<file path="src/rtl/data_ram_arbiter_if.sv">
// CPU, host and RAM signal bundle for the data-RAM arbiter.
// slave = arbiter side; master = the surrounding CPU/host/RAM environment.
interface data_ram_arbiter_if #(
  parameter int AW = 8,
  parameter int DW = 8
);
  logic          cpu_rd;
  logic          cpu_wr;
  logic [AW-1:0] cpu_addr;
  logic [DW-1:0] cpu_wdata;
  logic [DW-1:0] cpu_rdata;
  logic          cpu_stall;
  logic          host_req;
  logic          host_we;
  logic [AW-1:0] host_addr;
  logic [DW-1:0] host_wdata;
  logic          host_ack;
  logic [DW-1:0] host_rdata;
  logic          mem_en;
  logic          mem_we;
  logic [AW-1:0] mem_addr;
  logic [DW-1:0] mem_wdata;
  logic [DW-1:0] mem_rdata;

  modport slave (
    input  cpu_rd, cpu_wr, cpu_addr, cpu_wdata,
    output cpu_rdata, cpu_stall,
    input  host_req, host_we, host_addr, host_wdata,
    output host_ack, host_rdata,
    output mem_en, mem_we, mem_addr, mem_wdata,
    input  mem_rdata
  );

  modport master (
    output cpu_rd, cpu_wr, cpu_addr, cpu_wdata,
    input  cpu_rdata, cpu_stall,
    output host_req, host_we, host_addr, host_wdata,
    input  host_ack, host_rdata,
    input  mem_en, mem_we, mem_addr, mem_wdata,
    output mem_rdata
  );
endinterface

</file>
<file path="src/rtl/data_ram_arbiter.sv">
// Single-port data RAM arbiter: CPU has priority, host is served in idle CPU
// cycles, and a starvation counter forces a one-cycle CPU stall for the host.
module data_ram_arbiter #(
  parameter int AW           = 8,
  parameter int DW           = 8,
  parameter int STARVE_LIMIT = 4
) (
  input  logic                clk,
  input  logic                reset,
  data_ram_arbiter_if.slave   bus
);
  localparam logic [3:0] LIM = 4'(STARVE_LIMIT);

  typedef enum logic [1:0] {IDLE, WAIT, ACK} state_t;

  state_t        state_q, state_d;
  logic [3:0]    wait_cnt_q, wait_cnt_d;
  logic [DW-1:0] host_rdata_q, host_rdata_d;
  logic          cpu_busy, starved, host_grant;

  assign cpu_busy   = bus.cpu_rd | bus.cpu_wr;
  // Stall is purely registered so the CPU sees no input-to-stall path.
  assign starved    = (state_q == WAIT) && (wait_cnt_q == LIM);
  assign host_grant = ((state_q == IDLE || state_q == WAIT) && bus.host_req && !cpu_busy)
                      || starved;

  assign bus.cpu_stall  = starved;
  assign bus.cpu_rdata  = bus.mem_rdata;
  assign bus.host_ack   = (state_q == ACK);
  assign bus.host_rdata = host_rdata_q;

  always_comb begin
    if (host_grant) begin
      bus.mem_en    = 1'b1;
      bus.mem_we    = bus.host_we;
      bus.mem_addr  = bus.host_addr;
      bus.mem_wdata = bus.host_wdata;
    end else begin
      bus.mem_en    = cpu_busy;
      bus.mem_we    = bus.cpu_wr;
      bus.mem_addr  = bus.cpu_addr;
      bus.mem_wdata = bus.cpu_wdata;
    end
  end

  always_comb begin
    state_d      = state_q;
    wait_cnt_d   = wait_cnt_q;
    host_rdata_d = host_rdata_q;
    if (host_grant && !bus.host_we)
      host_rdata_d = bus.mem_rdata;
    case (state_q)
      IDLE: begin
        if (host_grant) begin
          state_d = ACK;
        end else if (bus.host_req && cpu_busy) begin
          state_d    = WAIT;
          wait_cnt_d = 4'd1;
        end
      end
      WAIT: begin
        // A dropped request is a legal abandon, even on the forced cycle.
        if (!bus.host_req) begin
          state_d    = IDLE;
          wait_cnt_d = 4'd0;
        end else if (host_grant) begin
          state_d    = ACK;
          wait_cnt_d = 4'd0;
        end else if (wait_cnt_q != LIM) begin
          wait_cnt_d = wait_cnt_q + 4'd1;
        end
      end
      ACK: begin
        state_d    = IDLE;
        wait_cnt_d = 4'd0;
      end
      default: begin
        state_d    = IDLE;
        wait_cnt_d = 4'd0;
      end
    endcase
  end

  always_ff @(posedge clk) begin
    if (!reset) begin
      state_q      <= IDLE;
      wait_cnt_q   <= 4'd0;
      host_rdata_q <= '0;
    end else begin
      state_q      <= state_d;
      wait_cnt_q   <= wait_cnt_d;
      host_rdata_q <= host_rdata_d;
    end
  end
endmodule

</file>
<file path="src/flat_wrapper.sv">
// flat-port wrapper written by rule: the top's interface ports become plain ports
module data_ram_arbiter_flat 
#(
  parameter int AW           = 8,
  parameter int DW           = 8,
  parameter int STARVE_LIMIT = 4
)
  (clk, reset, bus_cpu_rd, bus_cpu_wr, bus_cpu_addr, bus_cpu_wdata, bus_cpu_rdata, bus_cpu_stall, bus_host_req, bus_host_we, bus_host_addr, bus_host_wdata, bus_host_ack, bus_host_rdata, bus_mem_en, bus_mem_we, bus_mem_addr, bus_mem_wdata, bus_mem_rdata);
  data_ram_arbiter_if #(.AW(AW), .DW(DW)) bus_i ();
  input  logic clk;
  input  logic reset;
  input wire logic [$bits(bus_i.cpu_rd)-1:0] bus_cpu_rd;
  input wire logic [$bits(bus_i.cpu_wr)-1:0] bus_cpu_wr;
  input wire logic [$bits(bus_i.cpu_addr)-1:0] bus_cpu_addr;
  input wire logic [$bits(bus_i.cpu_wdata)-1:0] bus_cpu_wdata;
  output wire logic [$bits(bus_i.cpu_rdata)-1:0] bus_cpu_rdata;
  output wire logic [$bits(bus_i.cpu_stall)-1:0] bus_cpu_stall;
  input wire logic [$bits(bus_i.host_req)-1:0] bus_host_req;
  input wire logic [$bits(bus_i.host_we)-1:0] bus_host_we;
  input wire logic [$bits(bus_i.host_addr)-1:0] bus_host_addr;
  input wire logic [$bits(bus_i.host_wdata)-1:0] bus_host_wdata;
  output wire logic [$bits(bus_i.host_ack)-1:0] bus_host_ack;
  output wire logic [$bits(bus_i.host_rdata)-1:0] bus_host_rdata;
  output wire logic [$bits(bus_i.mem_en)-1:0] bus_mem_en;
  output wire logic [$bits(bus_i.mem_we)-1:0] bus_mem_we;
  output wire logic [$bits(bus_i.mem_addr)-1:0] bus_mem_addr;
  output wire logic [$bits(bus_i.mem_wdata)-1:0] bus_mem_wdata;
  input wire logic [$bits(bus_i.mem_rdata)-1:0] bus_mem_rdata;
  assign bus_i.cpu_rd = bus_cpu_rd;
  assign bus_i.cpu_wr = bus_cpu_wr;
  assign bus_i.cpu_addr = bus_cpu_addr;
  assign bus_i.cpu_wdata = bus_cpu_wdata;
  assign bus_cpu_rdata = bus_i.cpu_rdata;
  assign bus_cpu_stall = bus_i.cpu_stall;
  assign bus_i.host_req = bus_host_req;
  assign bus_i.host_we = bus_host_we;
  assign bus_i.host_addr = bus_host_addr;
  assign bus_i.host_wdata = bus_host_wdata;
  assign bus_host_ack = bus_i.host_ack;
  assign bus_host_rdata = bus_i.host_rdata;
  assign bus_mem_en = bus_i.mem_en;
  assign bus_mem_we = bus_i.mem_we;
  assign bus_mem_addr = bus_i.mem_addr;
  assign bus_mem_wdata = bus_i.mem_wdata;
  assign bus_i.mem_rdata = bus_mem_rdata;
  data_ram_arbiter #(.AW(AW), .DW(DW), .STARVE_LIMIT(STARVE_LIMIT)) u_core (.clk(clk), .reset(reset), .bus(bus_i));
endmodule
</file>
<file path="config.mk">
export PLATFORM = sky130hd
export DESIGN_NAME = data_ram_arbiter_flat
export DESIGN_NICKNAME = d
export VERILOG_FILES = /design/src/rtl/data_ram_arbiter_if.sv /design/src/rtl/data_ram_arbiter.sv /design/src/flat_wrapper.sv
export SDC_FILE = /design/constraint.sdc
export NUM_CORES = 1
export LEC_CHECK = 0
export CAP_MARGIN = 20
export CORE_MARGIN = 2
export CORE_UTILIZATION = 33
export CTS_BUF_LIST = sky130_fd_sc_hd__clkbuf_4 sky130_fd_sc_hd__clkbuf_8
export DETAILED_ROUTE_END_ITERATION = 8
export GPL_ROUTABILITY_DRIVEN = 0
export PLACE_DENSITY = 0.81
export SKIP_LAST_GASP = 1
export SLEW_MARGIN = 0
export SYNTH_ARGS = -nofsm -noshare
export SYNTH_HDL_FRONTEND = slang
export SYNTH_SLANG_ARGS = --single-unit
</file>
<file path="constraint.sdc">
create_clock -name clk -period 3.9 [get_ports clk]
set_clock_uncertainty 0.2 [all_clocks]
set_input_delay 1.17 -clock clk [delete_from_list [all_inputs] [get_ports clk]]
set_output_delay 1.17 -clock clk [all_outputs]
set_load 0.05 [all_outputs]
</file>
; Word level (Yosys, flattened, before mapping)
; Cells that the tools add are included.
[word_totals]
register_bits = 14
out_inout_bits = 36
word_cells = 41
[classes]
add_sub_neg = 1
eq_ne = 9
n_mux = 15
n_bitwise = 1
n_reduce_logical = 12
[op_table]
columns = op, n
row1 = $mux W4, 5
row2 = $mux W8, 2
row3 = $mux W2, 4
row4 = $ne A4 B3 Y1 const B, 2
row5 = $pmux W4 S2, 1
row6 = $ne A3 B2 Y1 const B, 2
row7 = $logic_and A1 B1 Y1, 5
row8 = $add A4 B1 Y4 const B, 1
row9 = $eq A4 B3 Y1 const B, 1
row10 = $ne A2 B2 Y1 const B, 2
row11 = $pmux W2 S2, 1
row12 = $reduce_and A3 Y1, 1
row13 = $eq A2 B1 Y1 const B, 1
row14 = $eq A2 B2 Y1 const B, 1
row15 = $logic_not A1 Y1, 2
row16 = $logic_not A2 Y1, 1
row17 = $logic_or A1 B1 Y1, 2
row18 = $mux W1, 2
row19 = $reduce_and A2 Y1, 1
row20 = $or A1 B1 Y1, 1

; Logic depth before layout (Yosys ltp)
[depth]
word_depth = 8
mapped_depth = 6

; Worst setup path before layout
; No wires, ideal clock.
[synth_path]
path_kind = input -> output
from = input bus_host_req
to = output bus_mem_addr[5]
t_arrival_ns = 2.317
required_time_ns = 2.530
slack_ns = 0.213
cell_stages = 4
path_buffers = 1
path_cell_list = nor2b_1 a22oi_4 buf_6 mux2_4
[synth_between]
elab_chain_len = 4
[synth_rtl]
columns = element, line
row1 = from (decl), flat_wrapper.sv:18  ; input wire logic [$bits(bus_i.host_req)-1:0] bus_host_req;
row2 = $logic_and A1 B1 Y1 (2 in a row), data_ram_arbiter.sv:24  ; assign host_grant = ((state_q == IDLE || state_q == WAIT) && bus.host_req && !cpu_busy)
row3 = $logic_or A1 B1 Y1, data_ram_arbiter.sv:25  ; || starved;
row4 = $mux W8, data_ram_arbiter.sv:33  ; if (host_grant) begin
row5 = to (decl), flat_wrapper.sv:26  ; output wire logic [$bits(bus_i.mem_addr)-1:0] bus_mem_addr;
; No other way between the ends.

; Worst setup path in the final report
[layout_path]
from = input bus_cpu_rd
to = output bus_mem_wdata[6]
[layout_between]
elab_chain_len = 5
[layout_rtl]
columns = element, line
row1 = from (decl), flat_wrapper.sv:12  ; input wire logic [$bits(bus_i.cpu_rd)-1:0] bus_cpu_rd;
row2 = $or A1 B1 Y1, data_ram_arbiter.sv:21  ; assign cpu_busy = bus.cpu_rd | bus.cpu_wr;
row3 = $logic_not A1 Y1, data_ram_arbiter.sv:24
row4 = $logic_and A1 B1 Y1, data_ram_arbiter.sv:24
row5 = $logic_or A1 B1 Y1, data_ram_arbiter.sv:25
row6 = $mux W8, data_ram_arbiter.sv:33
row7 = to (decl), flat_wrapper.sv:27  ; output wire logic [$bits(bus_i.mem_wdata)-1:0] bus_mem_wdata;
; No other way between the ends.

==> impl_metrics.env <==
export IMPL_post_route_min_period_ps=3900
export IMPL_drt_total_wl_um=4520
export IMPL_rows=19
export IMPL_hp_class="flip-flop to flip-flop"
export IMPL_synth_seq_cells=14
export IMPL_remaining_drc_errors=9
export IMPL_cts_buffers=3
export IMPL_combPwrFrac_pct=50.0
export IMPL_slew_viol_final=0
export IMPL_yosysUniqueCellTypes=30
export IMPL_cts_tree="done"
export IMPL_fmax_ghz=0.257
export IMPL_required_ps=2530
export IMPL_synth_area_leaders="dfxtp_1 (28%), mux2_4 (14%), mux2_2 (9.1%)"
export IMPL_switchingPower_uw=180
export IMPL_grt_overflow=0
export IMPL_synth_compound_area_share_pct=8.09
export IMPL_hold_viol=0
export IMPL_num_vias=1098
export IMPL_initial_core_util_pct=35.3
export IMPL_nets=234
export IMPL_synth_edf_count=0
export IMPL_ctsHoldBuffers=0
export IMPL_viasPerCell=5.08
export IMPL_leakagePower_nw=0.954
export IMPL_arrival_ps=2530
export IMPL_irDropWorstVdd_mv=0.222
export IMPL_wl_per_cell_um=20.9
export IMPL_synth_ff_type="dfxtp_1"
export IMPL_cp_end_kind="primary output"
export IMPL_syn_nets=149
export IMPL_violations="design-rule violations"
export IMPL_clockPowerShare_pct=20.8
export IMPL_yosys_warnings=0
export IMPL_hpwl_um=2850
export IMPL_grt_use_total_pct=26.5
export IMPL_p_seq_share_pct=29.2
export IMPL_powerDensity_nw_per_um2=239
export IMPL_drt_initial_drc_count=28
export IMPL_grt_first_pass_wirelength_um=6630
export IMPL_synth_fa_ha_area_share_pct=2.53
export IMPL_htreeDepth=1
export IMPL_clockBufferDepth=2
export IMPL_synthArstFlopShare_pct=0
export IMPL_fin_crit_sh_pct=99.9
export IMPL_die_w_um=58.8
export IMPL_first_pass_iters=9
export IMPL_final_setup_viol_count=0
export IMPL_synth_xor_area_share_pct=0.885
export IMPL_outcome="complete, but fails checks"
export IMPL_cp_max_fo=5
export IMPL_insertion_delay_ps=290
export IMPL_synthSimpleGateAreaFrac_pct=20.1
export IMPL_postSynthAreaPerCell_um2=9.80
export IMPL_drt_antenna_violating_nets=0
export IMPL_antennaDiodeCount=0
export IMPL_final_util_pct=77.1
export IMPL_worstSetupPathType="input port to primary output"
export IMPL_synth_top_area_cell="dfxtp_1"
export IMPL_clock_root_buffer="clkbuf_4"
export IMPL_switching_share_pct=34.7
export IMPL_syn_inst=101
export IMPL_synth_mux_area_share_pct=30.8
export IMPL_dpl_cell_area_um2=1950
export IMPL_yosysTopAreaCellShare_pct=28.3
export IMPL_fin_setup_tns_ps=0
export IMPL_ys_seq_area_share_pct=28.3
export IMPL_grt_pass1_vias=1219
export IMPL_portBuffers=81
export IMPL_dieArea_um2=3450
export IMPL_start_kind="input port"
export IMPL_timing_hold_ws_ps=281
export IMPL_maxCapViolCount=0
export IMPL_ios=82
export IMPL_clk_pin_slew_worst_paths_ps=90
export IMPL_p_int_uw=338
export IMPL_relSlewSlack_pct=52.9
export IMPL_worst_pin_slew_ps=704
export IMPL_coreArea_um2=2810
export IMPL_design_area_um2=2160
export IMPL_grt_antenna_before_repair=0
export IMPL_area_growth_pct=119
export IMPL_synth_top_family_by_area="multiplexers"
export IMPL_die_y_um=58.8
export IMPL_drive_above_1_share_pct=36.2
export IMPL_synth_area_um2=990
export IMPL_cts_sinks=14
export IMPL_grt_max_degree=22
## stage by stage
step | setup WS [ps] | cells | total power [mW]
after floorplan | 213 | 101 | 0.272
after global placement | -142 | 205 | 0.384
after detailed placement | -179 | 205 | 0.388
after CTS | 45.6 | 216 | 0.513
after global routing | -6.98 | 216 | 0.532
final | 2.21 | 216 | 0.518
## flip-flops by register name, indices dropped and copies added, names as in the netlist
name / flops
u_core.bus.host_rdata: 8
u_core.state_q: 2
u_core.wait_cnt_q: 4
## kinds of logic (layout without fill, tap and decap cells)
group | Yosys count | count (layout)
xor+xnor | 1 | 1
flops | 14 | 14
simple gates | 36 | 36
fa+ha+maj | 2 | 2
buf+inv | 14 | 98
mux | 25 | 25
compound gates | 9 | 9
## final cells by class
type | instances | area [µm²]
Timing Repair Buffer | 92 | 1160
Multi-Input combinational cell | 73 | 644
Fill cell | 164 | 642
Sequential cell | 14 | 280
Tap cell | 31 | 38.8
Clock buffer | 4 | 36.3
Inverter | 2 | 7.51
## cells in the mapped netlist (all sizes together) (2+ instances only)
cell type and count:
a21oi 2, mux2i 8, nand2 20, ha 2, and2 2, dfxtp 14, a21boi 2, nand3 2
nor2 4, nor2b 2, inv 2, mux2 17, buf 10, clkbuf 2
## per-layer routing
layer	share of wire, %	global-route usage, %	vias up	routed length (µm)
li1	-	-	513	-
met5	0	0	-	0
met4	1.6	8.77	0	72
met2	55	51.7	64	2500
met1	31	24.9	514	1400
met3	12	9.67	7	541
## power by group through the flow
| stage | Sequential (mW) | Clock [mW] | Combinational [mW] |
|---|---|---|---|
| final | 0.151 | 0.108 | 0.259 |
| after global routing | 0.152 | 0.113 | 0.266 |
| after CTS | 0.151 | 0.108 | 0.255 |
| after detailed placement | 0.154 | 0 | 0.233 |
| after global placement | 0.154 | 0 | 0.230 |
| after floorplan | 0.158 | 0 | 0.114 |
## path summary, 6_finish.rpt
path | start | to | slack, ps | cells after the start
worst max-delay path | bus_cpu_rd | bus_mem_wdata[6] | 2 | 7
worst min-delay path | u_core.bus.host_rdata[1]$_SDFFE_PN0P_ | u_core.bus.host_rdata[1]$_SDFFE_PN0P_ | 280 | 2
worst max register to register | u_core.wait_cnt_q[0]$_SDFFE_PN0P_ | u_core.bus.host_rdata[2]$_SDFFE_PN0P_ | 1610 | 9
worst min register to register | u_core.bus.host_rdata[1]$_SDFFE_PN0P_ | u_core.bus.host_rdata[1]$_SDFFE_PN0P_ | 280 | 2
## layout by cell type (no fill, tap or decap), types with 2 or more instances in the layout
cell,instances
and2_1,2
buf_12,18
mux2_2,5
ha_1,2
clkbuf_2,2
a21oi_1,2
nand2_1,20
buf_4,5
nand3_1,2
buf_8,3
inv_1,2
a21boi_0,2
mux2i_1,8
clkdlybuf4s50_1,52
buf_16,3
clkbuf_4,3
buf_6,8
mux2_4,12
dfxtp_1,14
nor2_1,2
## worst max-delay path: stages
cell             delay, ps
clkdlybuf4s15_1        270
nor2_4                  90
a22oi_4                210
buf_6                  180
buf_16                 120
mux2_4                 320
buf_12                 150
## repair_timing
item	4_1_cts	5_1_grt
gates resized for setup	26	6
pin swaps	2	1
setup endpoints to repair	17	17
setup buffers	5	0
hold endpoints to repair	0	0
cloned	3	0
(Power assumes the default switching activity.)
